[src/rtl/booth_r4_mul_seq.sv]
// booth_r4_mul_seq
//   Sequential radix-4 Booth multiplier. Each CALC cycle retires one Booth digit
//   into an internal accumulator, and the full 2*WIDTH-bit product is
//   registered on completion. Signed or unsigned operation is chosen per request.
//
// Ports
//   clk            rising-edge clock
//   rst            asynchronous, active-high reset
//   start          request, accepted in IDLE or DONE only
//   flush          synchronous abort; has priority over start
//   signed_mode    1 = two's complement operands, 0 = unsigned (latched at accept)
//   multiplicand   operand A (latched at accept)
//   multiplicator  operand B (latched at accept)
//   busy           high while in CALC
//   done           one-cycle pulse; product valid
//   product        result register, changes only on completion or reset
//
// state  | meaning
// -------+--------------------------------------------------------------
// IDLE   | waiting for start
// CALC   | one Booth digit per cycle, cnt = digit index
// DONE   | done pulse; start here chains the next operation with no gap

module booth_r4_mul_seq #(
   parameter int WIDTH = 16,
   parameter int CNT_W = 4
) (
   input  logic               clk,
   input  logic               rst,
   input  logic               start,
   input  logic               flush,
   input  logic               signed_mode,
   input  logic [WIDTH-1:0]   multiplicand,
   input  logic [WIDTH-1:0]   multiplicator,
   output logic               busy,
   output logic               done,
   output logic [2*WIDTH-1:0] product
);

   localparam int ITER  = WIDTH / 2 + 1;
   localparam int ACC_W = 2 * WIDTH + 4;
   // extended multiplier plus the implicit y[-1] = 0 below bit 0
   localparam int Y_W   = WIDTH + 3;
   localparam logic [CNT_W-1:0] CNT_LAST = CNT_W'(ITER - 1);

   typedef enum logic [1:0] {
      S_IDLE,
      S_CALC,
      S_DONE
   } state_t;

   state_t             state;
   logic [CNT_W-1:0]   cnt;
   logic [ACC_W-1:0]   a_sh;
   logic [ACC_W-1:0]   acc;
   logic [Y_W-1:0]     y_sh;

   logic               pp_zero;
   logic               pp_two;
   logic               pp_neg;
   logic [ACC_W-1:0]   pp_mag;
   logic [ACC_W-1:0]   pp_term;
   logic [ACC_W-1:0]   acc_next;
   logic [ACC_W-1:0]   a_ext;
   logic [Y_W-1:0]     y_init;

   // Both operands are taken as (WIDTH+2)-bit signed values. Zero extension
   // in unsigned mode keeps the top Booth digit non-negative, so one datapath
   // gives exact results in both modes, including the most-negative inputs.
   always_comb begin
      a_ext  = {{(ACC_W - WIDTH){signed_mode & multiplicand[WIDTH-1]}}, multiplicand};
      y_init = {{2{signed_mode & multiplicator[WIDTH-1]}}, multiplicator, 1'b0};
   end

   // a_sh already carries the 4^i weight of the current digit, so the
   // partial product only has to pick 0, A or 2A and a sign.
   always_comb begin
      pp_zero = 1'b0;
      pp_two  = 1'b0;
      pp_neg  = 1'b0;
      case (y_sh[2:0])
         3'b000, 3'b111: pp_zero = 1'b1;
         3'b001, 3'b010: pp_two  = 1'b0;
         3'b011:         pp_two  = 1'b1;
         3'b100: begin
            pp_two = 1'b1;
            pp_neg = 1'b1;
         end
         3'b101, 3'b110: pp_neg  = 1'b1;
         default:        pp_zero = 1'b1;
      endcase

      pp_mag = pp_two ? {a_sh[ACC_W-2:0], 1'b0} : a_sh;

      // A negative digit adds the inverted magnitude, and the carry-in
      // completes the two's complement.
      if (pp_zero) begin
         pp_term = '0;
      end else if (pp_neg) begin
         pp_term = ~pp_mag;
      end else begin
         pp_term = pp_mag;
      end

      acc_next = acc + pp_term + ACC_W'(pp_neg & ~pp_zero);
   end

   always_ff @(posedge clk or posedge rst) begin
      if (rst) begin
         state   <= S_IDLE;
         cnt     <= '0;
         a_sh    <= '0;
         acc     <= '0;
         y_sh    <= '0;
         busy    <= 1'b0;
         done    <= 1'b0;
         product <= '0;
      end else if (flush) begin
         state <= S_IDLE;
         cnt   <= '0;
         busy  <= 1'b0;
         done  <= 1'b0;
      end else begin
         case (state)
            S_IDLE, S_DONE: begin
               done <= 1'b0;
               if (start) begin
                  a_sh  <= a_ext;
                  y_sh  <= y_init;
                  acc   <= '0;
                  cnt   <= '0;
                  busy  <= 1'b1;
                  state <= S_CALC;
               end else begin
                  busy  <= 1'b0;
                  state <= S_IDLE;
               end
            end

            S_CALC: begin
               acc  <= acc_next;
               a_sh <= {a_sh[ACC_W-3:0], 2'b00};
               y_sh <= {2'b00, y_sh[Y_W-1:2]};
               if (cnt == CNT_LAST) begin
                  product <= acc_next[2*WIDTH-1:0];
                  cnt     <= '0;
                  busy    <= 1'b0;
                  done    <= 1'b1;
                  state   <= S_DONE;
               end else begin
                  cnt <= cnt + CNT_W'(1);
               end
            end

            default: begin
               state <= S_IDLE;
               busy  <= 1'b0;
               done  <= 1'b0;
            end
         endcase
      end
   end

endmodule

[config.mk]
export PLATFORM = sky130hd
export DESIGN_NAME = booth_r4_mul_seq
export DESIGN_NICKNAME = d
export VERILOG_FILES = /design/src/rtl/booth_r4_mul_seq.sv
export SDC_FILE = /design/constraint.sdc
export NUM_CORES = 1
export LEC_CHECK = 0
export CAP_MARGIN = 20
export CORE_ASPECT_RATIO = 1.5
export CORE_MARGIN = 8
export CORE_UTILIZATION = 40
export CTS_CLUSTER_SIZE = 20
export DETAILED_ROUTE_END_ITERATION = 16
export DONT_BUFFER_PORTS = 1
export GPL_TIMING_DRIVEN = 0
export HOLD_SLACK_MARGIN = 0.12
export PLACE_DENSITY = 0.67
export REMOVE_ABC_BUFFERS = 1
export SLEW_MARGIN = 40
export SYNTH_ARGS = -nofsm -noshare
export SYNTH_HDL_FRONTEND = slang
export SYNTH_SLANG_ARGS = --single-unit
[constraint.sdc]
create_clock -name clk -period 4 [get_ports clk]
set_input_delay 0.8 -clock clk [delete_from_list [all_inputs] [get_ports clk]]
set_output_delay 0.8 -clock clk [all_outputs]
set_load 0.005 [all_outputs]
==> run metrics, run 1 <==
run status finished, final reports clean; combinational power share 44.4%; TritonCTS clock tree done; Cell variety after synth 59; final number of hold-violating endpoints 0; die area 0.0228 mm²; DIE HEIGHT 181 µm; effective utilization at floorplan 40.7%; CP Max Fanout 4; number of fill cells in the layout 1700; largest net degree at the start of global routing approximately 70; number of buffers added on ports 0; switching share of power 40.6%; worst hold slack across all endpoints 0.235 ns; die extent in x 126 µm; fraction of registers with async set or reset after synthesis 100%; power density over the cells between 700 and 800 mW/mm²; number of CTS-inserted buffers 17; number of antenna violations at the first check in global routing 0; Iter 0 DRT Violations 318; number of flops mapped to enable cells by yosys 0; site row count 60; sequential element share of the synthesized area 41.7%; synthesis warning total 0; vias 5687; multi-input combinational cell area 0.00407 mm²; first-pass GRT wire length 29.6 mm; crit path time final 3.72 ns; Routed Antenna Nets 0; ant diodes 0; total grt overflow 0; H-Tree Depth 4; router iterations before antenna repair 7; leakage power summed over all cells around 0.0040 µW; sequential share of power 28.4%; element type at the critical path end flop; setup_tns 0 ns; register cell area after layout approximately 0.0030 mm²; total global-route track usage 15.9%; post-synthesis average cell area roughly 9.2 µm²; Pins Over Slew Limit 0; origin of the critical flop-to-flop path y_sh[1]$_DFFE_PP0P_; final-stage net count 841; Layout area overhead 14.1%; synthesized instance count 790; number of global-route vias before repair 5733; maximum resistive drop on vdd 0.320 mV; Top FF cell, synth sky130_fd_sc_hd__dfrtp_1; WL/cell 17.7 µm; Clk Latency, worst-skew pair between 0.4 and 0.5 ns; CTS sink cnt 121; data arrival time of the worst path between 4 and 5 ns; post-detailed-routing wire length around 18 mm; Clock Skew about 0.01 ns; final critical-path share of the clock period 92.9%; start point of the critical path y_sh[1]$_DFFE_PP0P_; fin cells 1000; post-layout total power a little over 6000 µW; per-cell via count in the routed design 5.69; proportion of layout cells with a drive suffix above 1 11.1%; CORE AREA about 0.018 mm²; upper clock frequency limit approximately 270 MHz; Slew Limit Headroom 55.7%; classification of the worst-slack hold path input port to async pin; post-placement cell count ~970; internal power summed over all cells 3630 µW; net switching power figure 2480 µW; # Max-Cap Violations 0; cell at the root of the clock tree sky130_fd_sc_hd__clkbuf_16; clock network power share 27.2%; hold-fix buffers at CTS 0; final-report setup violation count 0; actual transition at the worst max-transition pin 0.660 ns; buffer levels on the longest clock path 2; data required time at the worst endpoint 4.30 ns; global placement routability congestion between 0.8 and 0.9; # IOs 71; Post-Place Setup Slack -0.0107 ns; remaining design rule violation count 0; Syn Std Cell Area between 0.007 and 0.008 mm²; Worst Setup Start Kind flop; clock transition at the register clock pins on the worst setup and hold paths after CTS 0.06 ns; register bit count reported by yosys 121; final worst-path setup slack 0.283 ns; detailed-placement wirelength estimate 12.3 mm; unrepaired setup endpoints after global routing false; classification of the worst setup path flop to flop
## cell type report
cell class	instances	area share, %
clock buffers	19	5.34
clock inverters	13	2.34
inverters	15	0.770
multi-input cells	605	49.0
flip-flops and latches	121	36.6
well taps	217	3.28
repair buffers	10	2.64
## worst max-delay path: stages (launching register included)
cell	delay, ns
sky130_fd_sc_hd__dfrtp_1	0.47
sky130_fd_sc_hd__nor2_2	0.20
sky130_fd_sc_hd__nor2b_1	0.08
sky130_fd_sc_hd__o21ai_0	0.14
sky130_fd_sc_hd__a21oi_1	0.08
sky130_fd_sc_hd__fa_1	0.45
sky130_fd_sc_hd__fa_1	0.45
sky130_fd_sc_hd__a21oi_2	0.19
sky130_fd_sc_hd__o221ai_2	0.19
sky130_fd_sc_hd__o2111ai_2	0.33
sky130_fd_sc_hd__nand2_1	0.18
sky130_fd_sc_hd__a21oi_4	0.22
sky130_fd_sc_hd__o311ai_2	0.15
sky130_fd_sc_hd__xor2_1	0.19
sky130_fd_sc_hd__mux2_2	0.28
## power groups by stage
stage | registers, µW | logic, µW | clock network [µW]
2_1_floorplan | 1690 | 2070 | 0
6_report | 1740 | 2710 | 1660
3_3_place_gp | 1760 | 2510 | 0
3_5_place_dp | 1780 | 2620 | 0
5_1_grt | 1780 | 3030 | 1740
4_1_cts | 1760 | 2630 | 1690
## synth_stat cells, types with 3 or more instances
| cell | number | area share, % |
|---|---|---|
| sky130_fd_sc_hd__nand2_1 | 145 | 7.5 |
| sky130_fd_sc_hd__nand3_1 | 12 | 0.83 |
| sky130_fd_sc_hd__o21bai_1 | 5 | 0.52 |
| sky130_fd_sc_hd__mux2_2 | 8 | 1.2 |
| sky130_fd_sc_hd__a221o_1 | 8 | 1.1 |
| sky130_fd_sc_hd__xor2_1 | 48 | 5.8 |
| sky130_fd_sc_hd__ha_1 | 32 | 5.5 |
| sky130_fd_sc_hd__a21oi_4 | 3 | 0.67 |
| sky130_fd_sc_hd__a211oi_2 | 3 | 0.52 |
| sky130_fd_sc_hd__a22o_1 | 32 | 3.9 |
| sky130_fd_sc_hd__a31oi_1 | 3 | 0.26 |
| sky130_fd_sc_hd__nor2b_1 | 4 | 0.34 |
| sky130_fd_sc_hd__mux2i_1 | 28 | 3.9 |
| sky130_fd_sc_hd__nor2_1 | 51 | 2.6 |
| sky130_fd_sc_hd__nand4_1 | 8 | 0.69 |
| sky130_fd_sc_hd__a41oi_1 | 3 | 0.36 |
| sky130_fd_sc_hd__o31ai_1 | 3 | 0.31 |
| sky130_fd_sc_hd__dfrtp_1 | 121 | 42 |
| sky130_fd_sc_hd__clkbuf_1 | 28 | 1.4 |
| sky130_fd_sc_hd__inv_1 | 15 | 0.78 |
| sky130_fd_sc_hd__a21o_1 | 3 | 0.31 |
| sky130_fd_sc_hd__buf_2 | 11 | 0.76 |
| sky130_fd_sc_hd__o21a_1 | 3 | 0.31 |
| sky130_fd_sc_hd__or3_1 | 4 | 0.34 |
| sky130_fd_sc_hd__buf_1 | 8 | 0.41 |
| sky130_fd_sc_hd__nor3_1 | 5 | 0.34 |
| sky130_fd_sc_hd__a21oi_1 | 44 | 3.0 |
| sky130_fd_sc_hd__o21ai_0 | 76 | 5.2 |
| sky130_fd_sc_hd__a22oi_1 | 22 | 2.3 |
| sky130_fd_sc_hd__xnor2_1 | 15 | 1.8 |
## cells by family after synthesis
logic type / Yosys count / share of synthesized area, %
AOI/OAI and AO/OA: 230 / 22.1
xor gates and xnor gates: 63 / 7.60
adders and majority gates: 34 / 6.06
buffers and inverters: 64 / 3.53
DFF: 121 / 41.7
muxes: 37 / 5.30
and+or+nand+nor: 241 / 13.8
## final timing paths
| path | end | slack, ns | cells after the start |
|---|---|---|---|
| worst min register to register | y_sh[5]$_DFFE_PP0P_ | 0.48 | 2 |
| min in group clk | y_sh[5]$_DFFE_PP0P_ | 0.48 | 2 |
| worst max register to register | product[24]$_DFFE_PP0P_ | 0.28 | 14 |
| max in group asynchronous | acc[12]$_DFFE_PP0P_ | 3.12 | 2 |
| worst min-delay path | y_sh[10]$_DFFE_PP0P_ | 0.23 | 1 |
| worst max-delay path | product[24]$_DFFE_PP0P_ | 0.28 | 14 |
## flip-flops by register name, indices dropped and copies added (netlist names)
register,flops
a_sh,32
acc,32
product,32
y_sh,18
cnt,4
state,2
done,1
## timing repair
item / CTS / global route
resized for setup: 1 / 3
gates cloned: 0 / 0
setup endpoints to repair: 1 / 10
pin swaps: 0 / 1
buffers inserted: 0 / 2
## stage by stage
step,utilization (%),area (µm²)
floorplan,-,7060
global placement,41.1,7340
detailed placement,42.5,7600
CTS,46.1,8240
global route,46.4,8290
finish,46.4,8290
## cells in the final DEF (no fill, tap or decap), drive strengths merged, types with 19 or more instances in the layout
master,Yosys,final
ha,32,32
nor2,51,51
clkbuf,30,19
a22o,32,32
o21ai,78,78
mux2i,28,28
dfrtp,121,121
a21oi,49,49
nand2,147,147
a22oi,22,22
xor2,48,48
## per-layer routing
metal  share of wire, %  vias up  GRT usage [%]
met5                  0        -              0
met2                 51      117           27.1
met3                5.5       26           4.21
li1                   -     2756              -
met1                 42     2788           18.9
met4                1.6        0           5.41
No activity file was read; power rests on OpenSTA's default activity.
==> run 2, diff against run 1 <==
PLACE_DENSITY = 0.65   (was 0.67)
clock period = 4.2 ns   (was 4 ns; I/O delays follow)
==> run 2 against run 1 <==
Worst setup slack gained 0.020 ns. Clock power shrank 10%. Sequential power decreased by 3%. Hold slack better by 0.025 ns. Clock-buffer cell count stayed put. First-iteration DRC count increased by 24%. Utilization is 0.46 points lower. Cell area fell by 0.98%. Sequential share of layout area is 0.36 points higher. Clock skew barely moved. Non-clock buffer count decreased by 1. Register-to-register slack improved by 0.02 ns. Largest power group unchanged.
==> run metrics, run 2 (synthesized netlist as in run 1, its figures left out) <==
run status finished, final reports clean; # IOs 71; origin of the critical flop-to-flop path y_sh[2]$_DFFE_PP0P_; DIE HEIGHT 181 µm; post-placement cell count ~970; Final Cell Area about 0.0082 mm²; WL/cell 17.3 µm; number of buffers added on ports 0; classification of the worst-slack hold path input port to async pin; number of antenna violations at the first check in global routing 0; internal power summed over all cells 3330 µW; CP Max Fanout 38; commonest non-fill, non-tap cell in the layout sky130_fd_sc_hd__nand2_1; Slowest Stage Delay on Critical Path just over 0.7 ns; clock transition at the register clock pins on the worst setup and hold paths after CTS 0.06 ns; proportion of layout cells with a drive suffix above 1 roughly 11%; Clock Skew roughly 0.0096 ns; largest net degree at the start of global routing 74; switching share of power 41.3%; sequential share of power 29.6%; site row count 60; number of CTS-inserted buffers 17; CP cell instances o21ai_0 > a21oi_1 > fa_1 > fa_1 > a21oi_1 > o221ai_2 > o2111ai_2 > nand2_1 > a21oi_2 > o311ai_2 > xor2_1 > mux2_2; vias 5543; Iter 0 DRT Violations 394; start point of the critical path y_sh[2]$_DFFE_PP0P_; CTS sink cnt between 100 and 150; effective utilization at floorplan 40.7%; commonest cells after routing, fill and taps aside sky130_fd_sc_hd__nand2_1, sky130_fd_sc_hd__dfrtp_1, sky130_fd_sc_hd__o21ai_0, sky130_fd_sc_hd__nor2_1, sky130_fd_sc_hd__xor2_1; final number of hold-violating endpoints 0; leakage power summed over all cells about 0.0039 µW; crit path time final 3.90 ns; router iterations before antenna repair 4; H-Tree Depth 4; number of global-route vias before repair 5637; buffer levels on the longest clock path 2; Pins Over Slew Limit 0; data required time at the worst endpoint roughly 4.5 ns; unrepaired setup endpoints after global routing false; per-cell via count in the routed design 5.55; TritonCTS clock tree done; family with the most delay on the worst path compound AO/OA/AOI/OAI gates; die extent in x 126 µm; total global-route track usage 15.5%; Clk Latency, worst-skew pair between 0.4 and 0.5 ns; net switching power figure 2340 µW; data arrival time of the worst path around 4.2 ns; post-detailed-routing wire length 17.3 mm; element type at the critical path end flop; ant diodes 0; logic depth of the worst setup path including buffers 12; # Max-Cap Violations 0; clock network power share a little over a quarter; detailed-placement wirelength estimate 12.3 mm; first-pass GRT wire length 28.6 mm; Cell Area, Placed between 0.007 and 0.008 mm²; largest registers a_sh (32), acc (32), product (32); depth of the worst register-to-register path 12; Routed Antenna Nets 0; upper clock frequency limit 257 MHz; minimum setup slack among reg-to-reg paths 0.30 ns; Slowest-stage cell, CP sky130_fd_sc_hd__dfrtp_4; Slew Limit Headroom 55.5%; total grt overflow 0; Layout area overhead 13.0%; final-stage net count 840; fin cells approximately 1000; worst setup path endpoint product[24]$_DFFE_PP0P_; classification of the worst setup path flop to flop; final-report setup violation count 0; Worst Setup Start Kind flop; final critical-path share of the clock period 92.8%; CORE AREA 0.0179 mm²; power density over the cells 692 mW/mm²; actual transition at the worst max-transition pin between 0.6 and 0.7 ns; Worst R2R End product[24]$_DFFE_PP0P_; Buf/Inv on CP 0; die area approximately 0.023 mm²; hold-fix buffers at CTS 0; global placement routability congestion 0.871; cell at the root of the clock tree sky130_fd_sc_hd__clkbuf_16; combinational power share 44.1%; maximum resistive drop on vdd between 0.3 and 0.4 mV; remaining design rule violation count 0
[run 2: changes by cell type in the layout (fill, tap and decap cells not counted), sizes merged]
cell	delta
buf	-1
clkinv	-1
clkinvlp	+2
inv	+1
bufinv	-2
[run 2: how the worst min path moves through the flow]
stage / end / slack, ns / cells past startpoint
2_1_floorplan: y_sh[10]$_DFFE_PP0P_ / 0.45 / 2
3_3_place_gp: y_sh[5]$_DFFE_PP0P_ / 0.46 / 2
3_5_place_dp: y_sh[10]$_DFFE_PP0P_ / 0.47 / 2
4_1_cts: y_sh[12]$_DFFE_PP0P_ / 0.27 / 1
5_1_grt: y_sh[10]$_DFFE_PP0P_ / 0.28 / 1
6_report: y_sh[12]$_DFFE_PP0P_ / 0.26 / 1
[run 2: per-layer routing]
metal  share of wire [%]  routed length, µm  global-route usage [%]  vias up
li1                    -                  -                       -     2756
met5                   0                  0                       0        -
met1                  44               7650                    18.3     2674
met3                 5.4                931                    4.51       22
met4                 1.6                271                    5.65        0
met2                  49               8400                    26.0       91
[run 2: power by group through the flow]
stage          combinational [µW]  sequential [µW]  clock [µW]
3_3_place_gp                 2400             1680           0
3_5_place_dp                 2490             1690           0
4_1_cts                      2500             1680        1510
5_1_grt                      2790             1720        1560
6_report                     2510             1680        1490
2_1_floorplan                1970             1610           0
[run 2: through the flow]
step | hold WS (ns) | utilization, % | setup TNS, ns | setup slack, ns | power, µW
after floorplan | 0.449 | - | -125.10 | -2.09 | 3580
after detailed placement | 0.470 | 42.6 | 0 | 0.193 | 4190
after global routing | 0.279 | 45.9 | 0 | 0.0443 | 6070
after CTS | 0.269 | 45.9 | 0 | 0.172 | 5690
final | 0.260 | 45.9 | 0 | 0.304 | 5680
after global placement | 0.462 | 41.1 | -615.89 | -5.79 | 4080
[run 2: layout make-up]
type	count	area, µm²
fill	1704	9660
multi-input combinational	605	4050
sequential	121	3030
clock buffer	19	453
tap	217	272
timing repair buffer	9	190
clock inverter	13	145
inverter	15	63.8
[run 2: what timing repair did]
action | 4_1_cts | 5_1_grt
buffers inserted | 0 | 0
gates resized for setup | 0 | 1
endpoints found under the setup margin | 0 | 2
